**config.mk**
```make
export PLATFORM = sky130hd
export DESIGN_NAME = speed_tick_gen
export DESIGN_NICKNAME = d
export VERILOG_FILES = /design/src/rtl/speed_tick_gen.sv
export SDC_FILE = /design/constraint.sdc
export NUM_CORES = 1
export LEC_CHECK = 0
export ABC_AREA = 1
export ABC_CLOCK_PERIOD_IN_PS = 2700
export BUFFER_PORTS_ARGS = -buffer_cell sky130_fd_sc_hd__buf_2
export CAP_MARGIN = 20
export CORE_UTILIZATION = 30
export DETAILED_ROUTE_END_ITERATION = 10
export PLACE_DENSITY = 0.43
export SLEW_MARGIN = 20
export SYNTH_ARGS = -nofsm -noshare
export SYNTH_HDL_FRONTEND = slang
export SYNTH_SLANG_ARGS = --single-unit
export TNS_END_PERCENT = 20
```
**constraint.sdc**
```tcl
create_clock -name CLOCK_50 -period 2.7 [get_ports CLOCK_50]
set_clock_uncertainty 0.2 [all_clocks]
set_input_delay 0.27 -clock CLOCK_50 [delete_from_list [all_inputs] [get_ports CLOCK_50]]
set_output_delay 0.27 -clock CLOCK_50 [all_outputs]
set_load 0.01 [all_outputs]
```
**src/rtl/speed_tick_gen.sv**
```systemverilog
// ============================================================================
//  Module   : speed_tick_gen
//  Brief    : Eighth/quarter/half-second phase-aligned enable strobes with
//             synchronous pause/restart. Optional TickCount port is built in
//             with SPEED_TICK_COUNT_EN defined.
//  Revision : 1.0
// ============================================================================
`default_nettype none

module speed_tick_gen #(
   parameter int TICK_CYCLES = 6250000,
   parameter int CNT_W       = $clog2(TICK_CYCLES)
) (
   input  logic        CLOCK_50,
   input  logic        Resetn,
   input  logic        Pause,
   input  logic        Restart,
   output logic        ESecEn,
   output logic        QSecEn,
`ifdef SPEED_TICK_COUNT_EN
   output logic        HSecEn,
   output logic [15:0] TickCount
`else
   output logic        HSecEn
`endif
);

   localparam logic [CNT_W-1:0] c_RELOAD = CNT_W'(TICK_CYCLES - 1);

   logic [CNT_W-1:0] cnt_q,   cnt_d;
   logic [1:0]       phase_q, phase_d;
   logic             esec_q,  esec_d;
   logic             qsec_q,  qsec_d;
   logic             hsec_q,  hsec_d;
   logic             w_tick;
`ifdef SPEED_TICK_COUNT_EN
   logic [15:0]      tcnt_q,  tcnt_d;
`endif

   // A paused tick edge leaves cnt_q at 0, so the tick fires on the first free edge.
   assign w_tick = (cnt_q == '0);

   always_comb begin
      cnt_d   = cnt_q;
      phase_d = phase_q;
      esec_d  = 1'b0;
      qsec_d  = 1'b0;
      hsec_d  = 1'b0;
`ifdef SPEED_TICK_COUNT_EN
      tcnt_d  = tcnt_q;
`endif
      if (Restart) begin
         cnt_d   = c_RELOAD;
         phase_d = 2'd0;
`ifdef SPEED_TICK_COUNT_EN
         tcnt_d  = 16'd0;
`endif
      end else if (Pause) begin
         cnt_d   = cnt_q;
      end else if (!w_tick) begin
         cnt_d   = cnt_q - CNT_W'(1);
      end else begin
         cnt_d   = c_RELOAD;
         phase_d = phase_q + 2'd1;
         esec_d  = 1'b1;
         qsec_d  = phase_q[0];
         hsec_d  = (phase_q == 2'd3);
`ifdef SPEED_TICK_COUNT_EN
         tcnt_d  = tcnt_q + 16'd1;
`endif
      end
   end

   always_ff @(posedge CLOCK_50 or negedge Resetn) begin
      if (!Resetn) begin
         cnt_q   <= c_RELOAD;
         phase_q <= 2'd0;
         esec_q  <= 1'b0;
         qsec_q  <= 1'b0;
         hsec_q  <= 1'b0;
`ifdef SPEED_TICK_COUNT_EN
         tcnt_q  <= 16'd0;
`endif
      end else begin
         cnt_q   <= cnt_d;
         phase_q <= phase_d;
         esec_q  <= esec_d;
         qsec_q  <= qsec_d;
         hsec_q  <= hsec_d;
`ifdef SPEED_TICK_COUNT_EN
         tcnt_q  <= tcnt_d;
`endif
      end
   end

   assign ESecEn    = esec_q;
   assign QSecEn    = qsec_q;
   assign HSecEn    = hsec_q;
`ifdef SPEED_TICK_COUNT_EN
   assign TickCount = tcnt_q;
`endif

endmodule

`default_nettype wire

```
## Word-level counts from Yosys, hierarchy flattened

Index checks and enable logic that the tools add are counted.

- Add/subtract/negate cells: 2
- Equality and inequality tests: 2
- Mux-type cells: 15
- Reduce and logical (&&, ||, !) cells: 3

Operators with widths:

| cell | number |
|---|---|
| two-way mux 23 bit | 3 |
| zero test 23 bit | 1 |
| subtractor 23 x 1 -> 23 bit (second input constant) | 1 |
| two-way mux 1 bit | 9 |
| two-way mux 2 bit | 3 |
| adder 2 x 1 -> 2 bit (second input constant) | 1 |
| == test 2 bit (second input constant) | 1 |
| inequality test 2 x 1 -> 1 bit (second input constant) | 1 |
| AND reduction 2 bit | 1 |
| nonzero test 2 bit | 1 |

- Flip-flop bits (word level): 28
- Bits of input ports: 4
- Output and inout bits: 3
- Word-level logic and storage cells: 27

## Depth between registers and ports, before layout

Gate-level depths: netlist of the first run.

- Depth after elaboration: 4
- Gate-level depth with buffers: 9
- Gate-level depth less buffers: 9

## Worst setup path after synthesis of the first run

OpenSTA, ideal clock, no wires.

- Kind: register to register
- Start: register cnt_q[0]
- End: register cnt_q[0]
- Library setup time: 0.083 ns
- Arrival time: 1.300 ns
- Required time: 2.417 ns
- Path slack: 1.117 ns
- Stages on the path, launching flop included: 10
- Path buffers: 1
- Period minus slack after synthesis: 1.583 ns
- Cell sequence: dfstp_2 > inv_1 > ha_1 > nand2_1 > nor2_1 > nand3_1 > nand2_1 > nand2_2 > buf_6 > nand3_1

- Cells in the longest elaborated chain, start to end: 4
- Elaborated cells on any way between the ends: 5
- Those cells by class: add/sub: 1; mux: 3; reduce/logical: 1

Ends and longest elaborated chain:

| item | RTL line | RTL |
|---|---|---|
| start: declaration | 30 | `logic [CNT_W-1:0] cnt_q, cnt_d;` |
| start signal: assignment | 76 | `cnt_q <= c_RELOAD;` |
| start signal: assignment | 85 | `cnt_q <= cnt_d;` |
| subtractor 23 x 1 -> 23 bit or zero test 23 bit (tied branches) | 61, 41 |  |
| two-way mux 23 bit (*) | 60 | `end else if (!w_tick) begin` |
| two-way mux 23 bit (*) | 58 | `end else if (Pause) begin` |
| two-way mux 23 bit (*) | 52 | `if (Restart) begin` |

Mark *: on every way between the ends. The rest lies on a longest branch, timed or not. The select of a mux whose other input is x is not followed.
A chain may end at the register's enable or synchronous reset.

## Worst setup path after layout of the first run

- Start: register cnt_q[0]
- End: register cnt_q[10]

Same word-level chain as after synthesis.

==> results of run 1 <==
-- cell usage after synthesis --
master	n	area (µm²)
dfstp_2	15	394.1
nand3_1	28	140.1
nand4_1	4	25.02
xor2_1	5	43.79
o21bai_1	2	15.01
ha_1	3	37.54
clkinv_1	1	3.750
inv_1	28	105.1
nand3b_1	1	7.510
nor3b_1	2	15.01
nor3_1	3	15.01
nor2_4	5	56.30
nand2_1	53	198.9
nor2_2	4	25.02
o21ai_0	6	30.03
nand3_2	2	20.02
nand2_2	6	37.54
a21oi_1	1	5.000
dfrtp_1	13	325.3
nand4_2	1	12.51
buf_6	1	11.26
nor2_1	39	146.4
buf_2	1	5.000
-- cell families (layout without fill, tap and decap cells) --
logic type,count (synthesis),after routing,synth area share (%)
compound gates,9,9,2.987
xor+xnor,5,5,2.614
fa+ha+maj,3,3,2.241
buf+inv,31,40,7.468
flops,28,28,42.94
simple gates,148,148,41.75
-- routing by layer --
metal | up-vias | GRT usage, % | routed length [µm]
li1 | 720 | - | -
met1 | 617 | 21.47 | 2004
met2 | 13 | 20.45 | 1529
met3 | 5 | 1.786 | 73
met4 | 0 | 6.346 | 65
met5 | - | 0 | 0
-- sequential cells by signal, summed over array words and instances, names as in the netlist --
name / flops
phase_q: 2
cnt_q: 23
HSecEn: 1
ESecEn: 1
QSecEn: 1
-- path summary, 6_finish.rpt --
path                       cells after the start                   from  slack (ns)                     end
max                                            8   cnt_q[0]$_DFFE_PN1P_        0.87   cnt_q[10]$_DFFE_PN1P_
min                                            4                Restart        0.15  phase_q[1]$_DFFE_PN0P_
max reg2reg                                    8   cnt_q[0]$_DFFE_PN1P_        0.87   cnt_q[10]$_DFFE_PN1P_
min reg2reg                                    2  cnt_q[22]$_DFFE_PN1P_        0.29   cnt_q[22]$_DFFE_PN1P_
max in group asynchronous                      2                 Resetn        1.53   cnt_q[15]$_DFFE_PN0P_
min in group asynchronous                      2                 Resetn        0.35    cnt_q[4]$_DFFE_PN0P_
-- worst min-delay path: stages --
cell     delay (ns)
buf_2          0.07
inv_1          0.10
nand3_1        0.11
nand2_1        0.06
-- power breakdown --
group,switching (µW),total [µW],internal (µW)
clock network,141,247,106
registers,7.31,441,434
logic,44.5,61.3,16.8
-- final cells by class --
class	instances	area (µm²)
fill	577	3406
multi-input combinational	165	830.8
sequential	28	719.4
inverter	29	108.9
tap	70	87.58
clock buffer	4	45.04
timing repair buffer	7	40.04
-- placed cells by master, fill, tap and decap left out, drive strengths merged --
| cell type | count |
|---|---|
| xor2 | 5 |
| nor3b | 2 |
| nor3 | 3 |
| nand2 | 59 |
| nor2 | 48 |
| o21ai | 6 |
| clkinv | 1 |
| a21oi | 1 |
| nand4 | 5 |
| dfstp | 15 |
| buf | 6 |
| nand3 | 30 |
| ha | 3 |
| dfrtp | 13 |
| o21bai | 2 |
| dlygate4sd3 | 1 |
| inv | 28 |
| nand3b | 1 |
| clkbuf | 4 |
-- through the flow --
| stage | power [µW] | area, µm² | cells | hold slack, ns | utilization (%) |
|---|---|---|---|---|---|
| finish | 749.5 | 1832 | 303 | 0.1506 | 34.97 |
| global route | 785.9 | 1832 | 303 | 0.1961 | 34.97 |
| CTS | 767.2 | 1832 | 303 | 0.1499 | 34.97 |
| detailed placement | 509.2 | 1777 | 298 | 0.1512 | 33.92 |
| global placement | 510.4 | 1777 | 298 | 0.1494 | 33.92 |
| floorplan | 487.7 | 1675 | 224 | -0.2256 | - |
==> results.toml, run 1 <==
[synthesis]
synth_cells = 224
synth_area_per_cell_um2 = 7.479
ys_types = 23
yosysSeqAreaShare_pct = 42.94
syn_nets = 231
ys_warn_count = 0
synth-seq-cells = 28
synth_area_um2 = 1675

[run_status]
status = "finished, final reports clean"

[die]
die_y_um = 76.73
start_util_pct = 31.99
ioPinCount = 7
rows = 26
coreArea_um2 = 5238
die_w_um = 76.73
die-area_um2 = 5887

[pwr]
leakage_uw = 0.0008653
power_density_nw_per_um2 = 409.2
peakVddDrop_v = 0.0002028

[placement]
gp_congestion = 0.7346
portBuffers = 6
hpwl_um = 2677
pre_cts_slack_ns = 0.9016

[clock_network]
clkLatencyLatePin_ns = 0.28
cts_root_buffer = "clkbuf_8"
cts_tree = "done"
cts_resized = 0
clock_path_buffers = 2
clk_pin_slew_worst_paths_ns = 0.10
postCtsSetupRepairBufs = 0
ctsHoldBuffers = 1
clock_sinks = 28
numCtsBuffers = 3
htree_levels = 1

[job]
maxCapViolations = 0

[detailed_routing]
wirelength_um = 3673
drc = 0
drt_first_pass_iters = 4
wl_per_cell_um = 12.12
drt-initial-drc-count = 99
avgViaCountPerCell = 4.472
vias = 1355
antenna_left = 0

[critical_path]
slowest_stage = "dfstp_2"
path_buf_inv = 1
critPathLaunchType = "register"
path_common_cell = "nand2_1"
cp.arrival_ns = 1.83
end_kind = "register"
crit_type = "register to register"
crit_family = "flip-flops"
critical_path.max_fanout = 15
worstPathRequired_ns = 2.70
cp_slowest_stage_delay_ns = 0.55
cp_cell_sequence = "inv_1 > ha_1 > nand2_1 > nor2_1 > nand3_1 > nand2_1 > nand2_2 > o21ai_0"

[timing]
hold_viol_final = 0
period_needed_ns = 1.826
tightest_slew_ns = 0.6546
max_freq_mhz = 547.6
layout_setup_ws_ns = 0.8738
setup_violations = 0
tns_ns = 0
period_share_pct = 67.64
drv_slew = 0
max_slew_margin_pct = 56.36
rsz0062_at_grt = "false"

[min_path]
min-delay-path-class = "input pin to register"

[global_route]
grt_pass1_vias = 1355
grt_pass1_wl_um = 6624
grt.overflow.total = 0
antenna_found_initial = 0
grt_util_all_layers_pct = 14.38
grt_max_degree = 29

[final_layout]
nNetsFinal = 241
areaGrowthSynthToFinish_pct = 9.336
drive_gt1_share_pct = 18.03
num_antenna_cells = 0
No activity file was read; power rests on OpenSTA's default activity.
==> run 2, diff against run 1 <==
- ABC_CLOCK_PERIOD_IN_PS: 2700 -> 1600
- PLACE_DENSITY: 0.43 -> 0.44
- clock period: 2.7 -> 1.6 ns (I/O delays scaled with it)
==> run 2 against run 1 <==
Against the previous run:
- the flow now finishes with violations (setup timing)
- routed wire length grew 13%
- count of clock-buffer cells in the layout is the same
- setup slack lost 0.89 ns
- worst hold slack lost 0.055 ns
- flip-flop and latch count is the same
- design area grew 22%
- sequential share of layout area shrank 6.9 points
- utilization grew 7.7 points
- largest cell class unchanged
==> results.toml, run 2 (synthesis gave the netlist of run 1 again) <==
[global_route]
grt_pass1_wl_um = 7162
grt_pass1_vias = 1496
antenna_found_initial = 0
grt.overflow.total = 0
grt_util_all_layers_pct = 15.43
grt_max_degree = 29

[detailed_routing]
drc = 0
avgViaCountPerCell = 4.494
top_layer_used = "met4"
wl_met2_um = 1882
wirelength_um = 4149
drt-initial-drc-count = 63
vias = 1501
drt_first_pass_iters = 4
drt-met1-wl_um = 2180
antenna_left = 0
wl_per_cell_um = 12.42
wl_met3_um = 61

[critical_path]
crit_type = "register to register"
critical_path.max_fanout = 5
critPathLaunchType = "register"
cp.arrival_ns = 1.64
crit_start = "cnt_q[4]$_DFFE_PN0P_"
worstPathRequired_ns = 1.62
end_kind = "register"
r2r_start = "cnt_q[4]$_DFFE_PN0P_"

[final_layout]
largest_reg_flops = 23
areaGrowthSynthToFinish_pct = 33.38
final_cell_mix = "nand2_1, nor2_1, inv_1, buf_4, nand3_1"
largest_register = "cnt_q"
postLayoutCoreUtil_pct = 42.67
fillCellCount = 541
multi_input_area_um2 = 975.9
seqCellArea_um2 = 723.2
drive_gt1_share_pct = 40.91
num_antenna_cells = 0
reg_top3 = "cnt_q (23), phase_q (2)"
final_common_cell = "nand2_1"
nNetsFinal = 272

[timing]
layout_setup_ws_ns = -0.02038
max_freq_mhz = 617.1
max_slew_margin_pct = 74.91
setup_violations = 4
period_share_pct = 101.3
period_needed_ns = 1.620
rsz0062_at_grt = "true"
tightest_slew_ns = 0.3763
hold_viol_final = 0
drv_slew = 0

[die]
die_y_um = 76.73
die_w_um = 76.73
die-area_um2 = 5887
start_util_pct = 31.99
rows = 26
coreArea_um2 = 5238
ioPinCount = 7

[pwr]
switching_share_pct = 25.69
power_density_nw_per_um2 = 615.0
peakVddDrop_v = 0.0003563
leakage_uw = 0.0009973
total_power_uw = 1374
pwr-share-seq_pct = 54.3
p_clk_share_pct = 33.8
power.internal_uw = 1021
pwr-share-comb_pct = 11.9
netSwitchingPower_uw = 353.0

[run_status]
status = "finished, violations left"
violations = "setup timing"

[placement]
gp_congestion = 0.7695
portBuffers = 6
hpwl_um = 2954

[clock_network]
clock_sinks = 28
cts_root_buffer = "clkbuf_8"
clk_pin_slew_worst_paths_ns = 0.11
clock_path_buffers = 2
cts_tree = "done"
numCtsBuffers = 3
htree_levels = 1
clkLatencyLatePin_ns = 0.28

[min_path]
hp-start = "Pause"
min-delay-path-class = "input pin to register"

[job]
maxCapViolations = 0
run 2: what timing repair did:
item | in CTS | in global routing
setup endpoints to repair | 24 | 27
cloned | 1 | 0
resized for setup | 13 | 33
buffers inserted | 2 | 4
pin swaps | 6 | 12
endpoints found under the hold margin | 28 | 0
hold buffers | 1 | 0
run 2: power groups by stage:
stage / sequential [µW] / combinational [µW] / clock [µW]
finish: 746 / 164 / 465
global route: 749 / 187 / 503
CTS: 746 / 157 / 484
detailed placement: 756 / 137 / 0
global placement: 756 / 137 / 0
floorplan: 754 / 68.8 / 0
run 2: worst max-delay path, stage by stage (launching register included):
cell and delay [ns]:
dfrtp_2 0.46, nor2_4 0.19, nand3_2 0.11, nor2_4 0.13
nand4_1 0.19, buf_4 0.20, nor2_2 0.08
run 2: per-stage QoR:
stage	hold WS (ns)	TNS (ns)	instance area [µm²]	std cells	setup WS (ns)
after global routing	0.1523	-1.484	2235	334	-0.1089
after detailed placement	-0.005512	-0.4876	1957	322	-0.05121
after global placement	-0.008100	-0.2939	1957	322	-0.04488
final	0.09538	-0.04699	2235	334	-0.02038
after floorplan	-0.3356	0	1675	224	0.01696
after CTS	0.08470	0	2098	330	0.002373
run 2: layout make-up:
| class | count | area share, % |
|---|---|---|
| timing repair buffer | 37 | 12.71 |
| inverter | 29 | 4.871 |
| clock buffer | 4 | 2.464 |
| sequential | 28 | 32.36 |
| multi-input combinational | 166 | 43.67 |
| tap | 70 | 3.919 |
run 2: final timing paths:
check | endpoint | slack, ns | cells past startpoint
max | HSecEn$_DFF_PN0_ | -0.02 | 6
min | cnt_q[8]$_DFFE_PN0P_ | 0.1 | 5
max reg2reg | HSecEn$_DFF_PN0_ | -0.02 | 6
min reg2reg | cnt_q[22]$_DFFE_PN1P_ | 0.31 | 2
max in group asynchronous | cnt_q[16]$_DFFE_PN1P_ | 0.68 | 3
min in group asynchronous | cnt_q[5]$_DFFE_PN0P_ | 0.20 | 3
run 2: routing by layer:
| layer | up-vias | global-route usage, % |
|---|---|---|
| li1 | 788 | - |
| met1 | 706 | 21.65 |
| met2 | 5 | 24.73 |
| met3 | 2 | 2.857 |
| met4 | 0 | 2.885 |
| met5 | - | 0 |
